**config.mk**
```make
export PLATFORM = sky130hd
export DESIGN_NAME = bcd_display_scanner
export DESIGN_NICKNAME = d
export VERILOG_FILES = /design/src/rtl/bcd_display_scanner.sv
export SDC_FILE = /design/constraint.sdc
export NUM_CORES = 1
export LEC_CHECK = 0
export BUFFER_PORTS_ARGS = -buffer_cell sky130_fd_sc_hd__buf_2
export CORE_AREA = 5 5 76 78
export CTS_BUF_LIST = sky130_fd_sc_hd__clkbuf_4
export CTS_CLUSTER_SIZE = 30
export DETAILED_ROUTE_END_ITERATION = 10
export DIE_AREA = 0 0 81 83
export GPL_TIMING_DRIVEN = 0
export SYNTH_ARGS = -nofsm -noshare
export SYNTH_HDL_FRONTEND = slang
export SYNTH_SLANG_ARGS = --single-unit
```
**constraint.sdc**
```tcl
create_clock -name clk -period 3.7 [get_ports clk]
set_input_delay 0.555 -clock clk [delete_from_list [all_inputs] [get_ports clk]]
set_output_delay 0.555 -clock clk [all_outputs]
set_load 0.02 [all_outputs]
```
**src/rtl/bcd_display_scanner.sv**
```systemverilog
// Three-digit multiplexed 7-segment driver: snapshots a BCD value + overflow flag,
// then scans digits with a blank slot between them. Optional macro: LEADING_ZERO_BLANK_EN.
module bcd_display_scanner #(
    parameter int CLK_DIV        = 50000,
    parameter bit SEG_ACTIVE_LOW = 1'b1,
    parameter bit AN_ACTIVE_LOW  = 1'b1
) (
    input  logic        clk,
    input  logic        rst,
    input  logic [11:0] bcd_in,
    input  logic        ovf_in,
    input  logic        load,
    output logic [6:0]  seg,
    output logic        dp,
    output logic [2:0]  an
);

    localparam int CNT_W = (CLK_DIV > 2) ? $clog2(CLK_DIV) : 1;

    typedef enum logic [1:0] {
        DIG0    = 2'd0,
        DIG1    = 2'd1,
        DIG2    = 2'd2,
        DIG_BAD = 2'd3
    } state_t;

    logic [11:0]      snap_q, snap_d;
    logic             ovf_q, ovf_d;
    logic [CNT_W-1:0] cnt_q, cnt_d;
    state_t           state_q, state_d;
    logic [6:0]       seg_q, seg_d;
    logic             dp_q, dp_d;
    logic [2:0]       an_q, an_d;

    logic             tick;
    logic [3:0]       nib;
    logic             blank_lz;

    // Segment pattern {g,f,e,d,c,b,a}, active-high; non-decimal nibbles show "E".
    function automatic logic [6:0] seg_decode(input logic [3:0] n);
        logic [6:0] s;
        case (n)
            4'd0:    s = 7'h3F;
            4'd1:    s = 7'h06;
            4'd2:    s = 7'h5B;
            4'd3:    s = 7'h4F;
            4'd4:    s = 7'h66;
            4'd5:    s = 7'h6D;
            4'd6:    s = 7'h7D;
            4'd7:    s = 7'h07;
            4'd8:    s = 7'h7F;
            4'd9:    s = 7'h6F;
            default: s = 7'h79;
        endcase
        return s;
    endfunction

    always_comb begin
        snap_d   = snap_q;
        ovf_d    = ovf_q;
        cnt_d    = cnt_q + CNT_W'(1);
        state_d  = state_q;
        an_d     = 3'b000;
        seg_d    = 7'h00;
        dp_d     = 1'b0;
        nib      = 4'h0;
        blank_lz = 1'b0;

        tick = (cnt_q == CNT_W'(CLK_DIV - 1));
        if (tick) begin
            cnt_d = '0;
        end

        if (load) begin
            snap_d = bcd_in;
            ovf_d  = ovf_in;
        end

        case (state_q)
            DIG0:    state_d = tick ? DIG1 : DIG0;
            DIG1:    state_d = tick ? DIG2 : DIG1;
            DIG2:    state_d = tick ? DIG0 : DIG2;
            default: state_d = DIG0;
        endcase

`ifdef LEADING_ZERO_BLANK_EN
        blank_lz = ((state_q == DIG2) && (snap_q[11:8] == 4'h0)) ||
                   ((state_q == DIG1) && (snap_q[11:4] == 8'h00));
`else
        blank_lz = 1'b0;
`endif

        // Blank slot on tick keeps the previous digit's pattern off the next anode.
        if (!tick) begin
            case (state_q)
                DIG0: begin
                    an_d = 3'b001;
                    nib  = snap_q[3:0];
                end
                DIG1: begin
                    an_d = 3'b010;
                    nib  = snap_q[7:4];
                end
                DIG2: begin
                    an_d = 3'b100;
                    nib  = snap_q[11:8];
                    dp_d = ovf_q;
                end
                default: an_d = 3'b000;
            endcase
            if (an_d != 3'b000 && !blank_lz) begin
                seg_d = seg_decode(nib);
            end
        end
    end

    always_ff @(posedge clk) begin
        if (rst) begin
            snap_q  <= 12'h000;
            ovf_q   <= 1'b0;
            cnt_q   <= '0;
            state_q <= DIG0;
            seg_q   <= 7'h00;
            dp_q    <= 1'b0;
            an_q    <= 3'b000;
        end else begin
            snap_q  <= snap_d;
            ovf_q   <= ovf_d;
            cnt_q   <= cnt_d;
            state_q <= state_d;
            seg_q   <= seg_d;
            dp_q    <= dp_d;
            an_q    <= an_d;
        end
    end

    assign seg = SEG_ACTIVE_LOW ? ~seg_q : seg_q;
    assign dp  = SEG_ACTIVE_LOW ? ~dp_q  : dp_q;
    assign an  = AN_ACTIVE_LOW  ? ~an_q  : an_q;

endmodule

```
==> impl_metrics.py <==
metrics = {
    "outcome": {
        "outcome": "finished, final reports clean",
    },
    "power_and_ir_drop": {
        "power_density_mw_per_mm2": 360,
        "p_leak_nw": 0.880,
        "fin_total_pwr_w": 0.000789,
        "peakVddDrop_v": 0.000183,
    },
    "placed_design": {
        "gp_congestion": 0.765,
        "hpwl_mm": 2.52,
        "portBuffers": 24,
        "dp.cells": 301,
    },
    "logic_synthesis": {
        "ys_types": 37,
        "avgSynthCellArea_um2": 9.33,
        "synth_edf_count": 0,
        "async_reset_ff_share_pct": 0,
        "ys.flop_type": "dfxtp_1",
        "ys_seq_elements": 42,
        "synth_warnings": 0,
        "ys_seq_area_share_pct": 43.6,
        "synth_area_mm2": 0.00193,
        "synthTopCellsByArea": "dfxtp_1 44%, mux2i_1 9.9%, nor2_1 5.6%",
        "syn_inst": 207,
        "synth_top_area_cell": "dfxtp_1",
        "yosys.area.top_type_share_pct": 43.6,
        "syn_nets": 230,
    },
    "clock_tree": {
        "path_clk_slew_ns": 0.13,
        "cts_tree": "built",
        "clk_latency_ns": 0.35,
        "cts_buffers": 5,
        "cts.sinks": 42,
        "root_buffer": "clkbuf_4",
        "post_cts_resized": 0,
        "cts_htree_levels": 2,
        "ctsHoldBuffers": 0,
        "cts.path.max_buffers": 2,
        "post_cts_buffers": 0,
    },
    "detailed_routing": {
        "viasPerCell": 4.61,
        "drtIter0Drc": 100,
        "ant_nets": 0,
        "vias": 1426,
        "drt-total-wl_mm": 3.45,
        "wl_per_cell_um": 11.2,
        "first_pass_iters": 4,
        "drc": 0,
    },
    "critical_path": {
        "cp.arrival_ns": 2.62,
        "end_kind": "flop",
        "slowest_stage": "a2bb2oi_1",
        "start_kind": "flop",
        "max_stage_delay_ns": 0.47,
        "cp_top_family": "compound AO/OA/AOI/OAI gates",
        "cp_max_fo": 10,
        "cp_num_buf_inv": 2,
        "crit_chain": "buf_2 -> mux2i_1 -> a2bb2oi_1 -> inv_1 -> ha_1 -> mux2_2 -> a21oi_1",
        "crit_type": "flop to flop",
        "cp.required_ns": 3.98,
        "rrSetupSlack_ns": 1.37,
    },
    "final_layout": {
        "final_nets": 261,
        "final_util_pct": 43.8,
        "final_layout_size_suffix_gt1_share_pct": 18.8,
        "num_antenna_cells": 0,
        "stdcell_count": 309,
        "area_growth_pct": 13.5,
        "nFillCells": 519,
    },
    "run": {
        "max-cap-violations": 0,
    },
    "sta": {
        "setup_viol": 0,
        "final_hold_viol_count": 0,
        "tns_ns": 0,
        "tightest_slew_ns": 0.690,
        "whs_ns": 0.423,
        "rsz0062_at_grt": "no",
        "skew_ns": 0.0136,
        "drv_slew": 0,
        "fin_crit_sh_pct": 63.0,
        "relSlewSlack_pct": 54.0,
        "fin_crit_ns": 2.33,
        "timing.fmax_mhz": 429,
    },
    "grt": {
        "grt_use_total_pct": 11.4,
        "grt_pass1_vias": 1411,
        "grt_pass1_wl_mm": 6.31,
        "antenna_found_initial": 0,
        "grt_max_degree": 14,
        "grt-ovfl-total": 0,
    },
    "floorplan": {
        "start_util_pct": 38.5,
        "num_rows": 26,
        "core_mm2": 0.00501,
        "die_w_um": 81,
        "dieArea_mm2": 0.00672,
        "ioPinCount": 27,
        "die_height_um": 83,
    },
    "min_path": {
        "hold_path.class": "input pin to flop",
    },
}
## metrics by stage
step	instance area, um2	worst slack [ns]
after floorplan	1930	1.72
after global placement	2140	1.42
after detailed placement	2140	1.42
after CTS	2190	1.35
after global routing	2190	1.15
final	2190	1.37
## cells in the mapped netlist, types with 3 or more instances
library cell  number
mux2_2             4
mux2i_1           19
xnor2_1           12
buf_1              3
a21oi_1           11
nand3b_1           3
o21ai_0            4
nand2_1            6
nand4_1            4
ha_1               7
nor3_1             5
clkbuf_1           3
nor4_1             4
nor2_1            29
nand3_1            5
inv_1             21
dfxtp_1           42
## power by group
part           leakage, nW  internal (W)  switching, W   total, W
Sequential           0.344      0.000471    0.00000933   0.000480
Clock               0.0286     0.0000708      0.000149   0.000220
Combinational        0.507     0.0000400     0.0000484  0.0000883
Total                0.880      0.000582      0.000207   0.000789
## final timing paths
| check | start | endpoint | depth (start not counted) |
|---|---|---|---|
| worst max-delay path | state_q[0] | seg_q[3] | 7 |
| worst min-delay path | bcd_in[7] | snap_q[7] | 3 |
| worst max register to register | state_q[0] | seg_q[3] | 7 |
| worst min register to register | ovf_q | dp_q | 2 |
## area by class of cell
class	instances	area, um2	area share, %
plain buffers	10	55.1	2.51
clock buffers	5	37.5	1.71
clock inverters	3	16.3	0.742
inverters	21	78.8	3.60
multi-input cells	134	956	43.6
flip-flops and latches	42	841	38.4
well taps	70	87.6	4.00
repair buffers	24	120	5.48
## logic make-up (layout without fill, tap and decap cells)
family	after synthesis	after routing	share of synthesized area (%)
simple gates	69	69	18.5
flops	42	42	43.6
buf+inv	31	63	6.93
mux	23	23	12.2
compound gates	22	22	8.36
xor+xnor	13	13	5.90
fa+ha+maj	7	7	4.54
## cells in the final DEF (no fill, tap or decap), types with 2 or more instances in the layout
master	count
nand3b_1	3
nor2_1	29
nor3b_1	2
nand4_1	4
mux2i_1	19
buf_6	2
or3_1	2
inv_1	21
buf_1	3
dfxtp_1	42
o21ai_0	4
nor3_1	5
nand3_1	5
a21oi_1	11
clkbuf_1	3
nor4_1	4
ha_1	7
clkbuf_4	5
nand2_1	6
xnor2_1	12
a2bb2oi_1	2
mux2_2	4
buf_2	26
## per-layer routing
metal  vias to the layer above  global-route usage, %  share of wire, %
li1                        757                      -                 -
met1                       642                   15.7                52
met2                        23                   17.0                43
met3                         4                   2.92               3.6
met4                         0                   4.15               1.4
met5                         -                      0                 0
## sequential cells by signal, indices dropped and copies added, names as in the netlist
name     cells
snap_q      12
state_q      2
dp_q         1
an_q         3
ovf_q        1
cnt_q       16
seg_q        7
## worst min-delay path, stage by stage
cell and delay (ns):
buf_2 0.07, mux2i_1 0.05, nor2_1 0.07
Note: power is estimated with default switching activity, not from simulation.
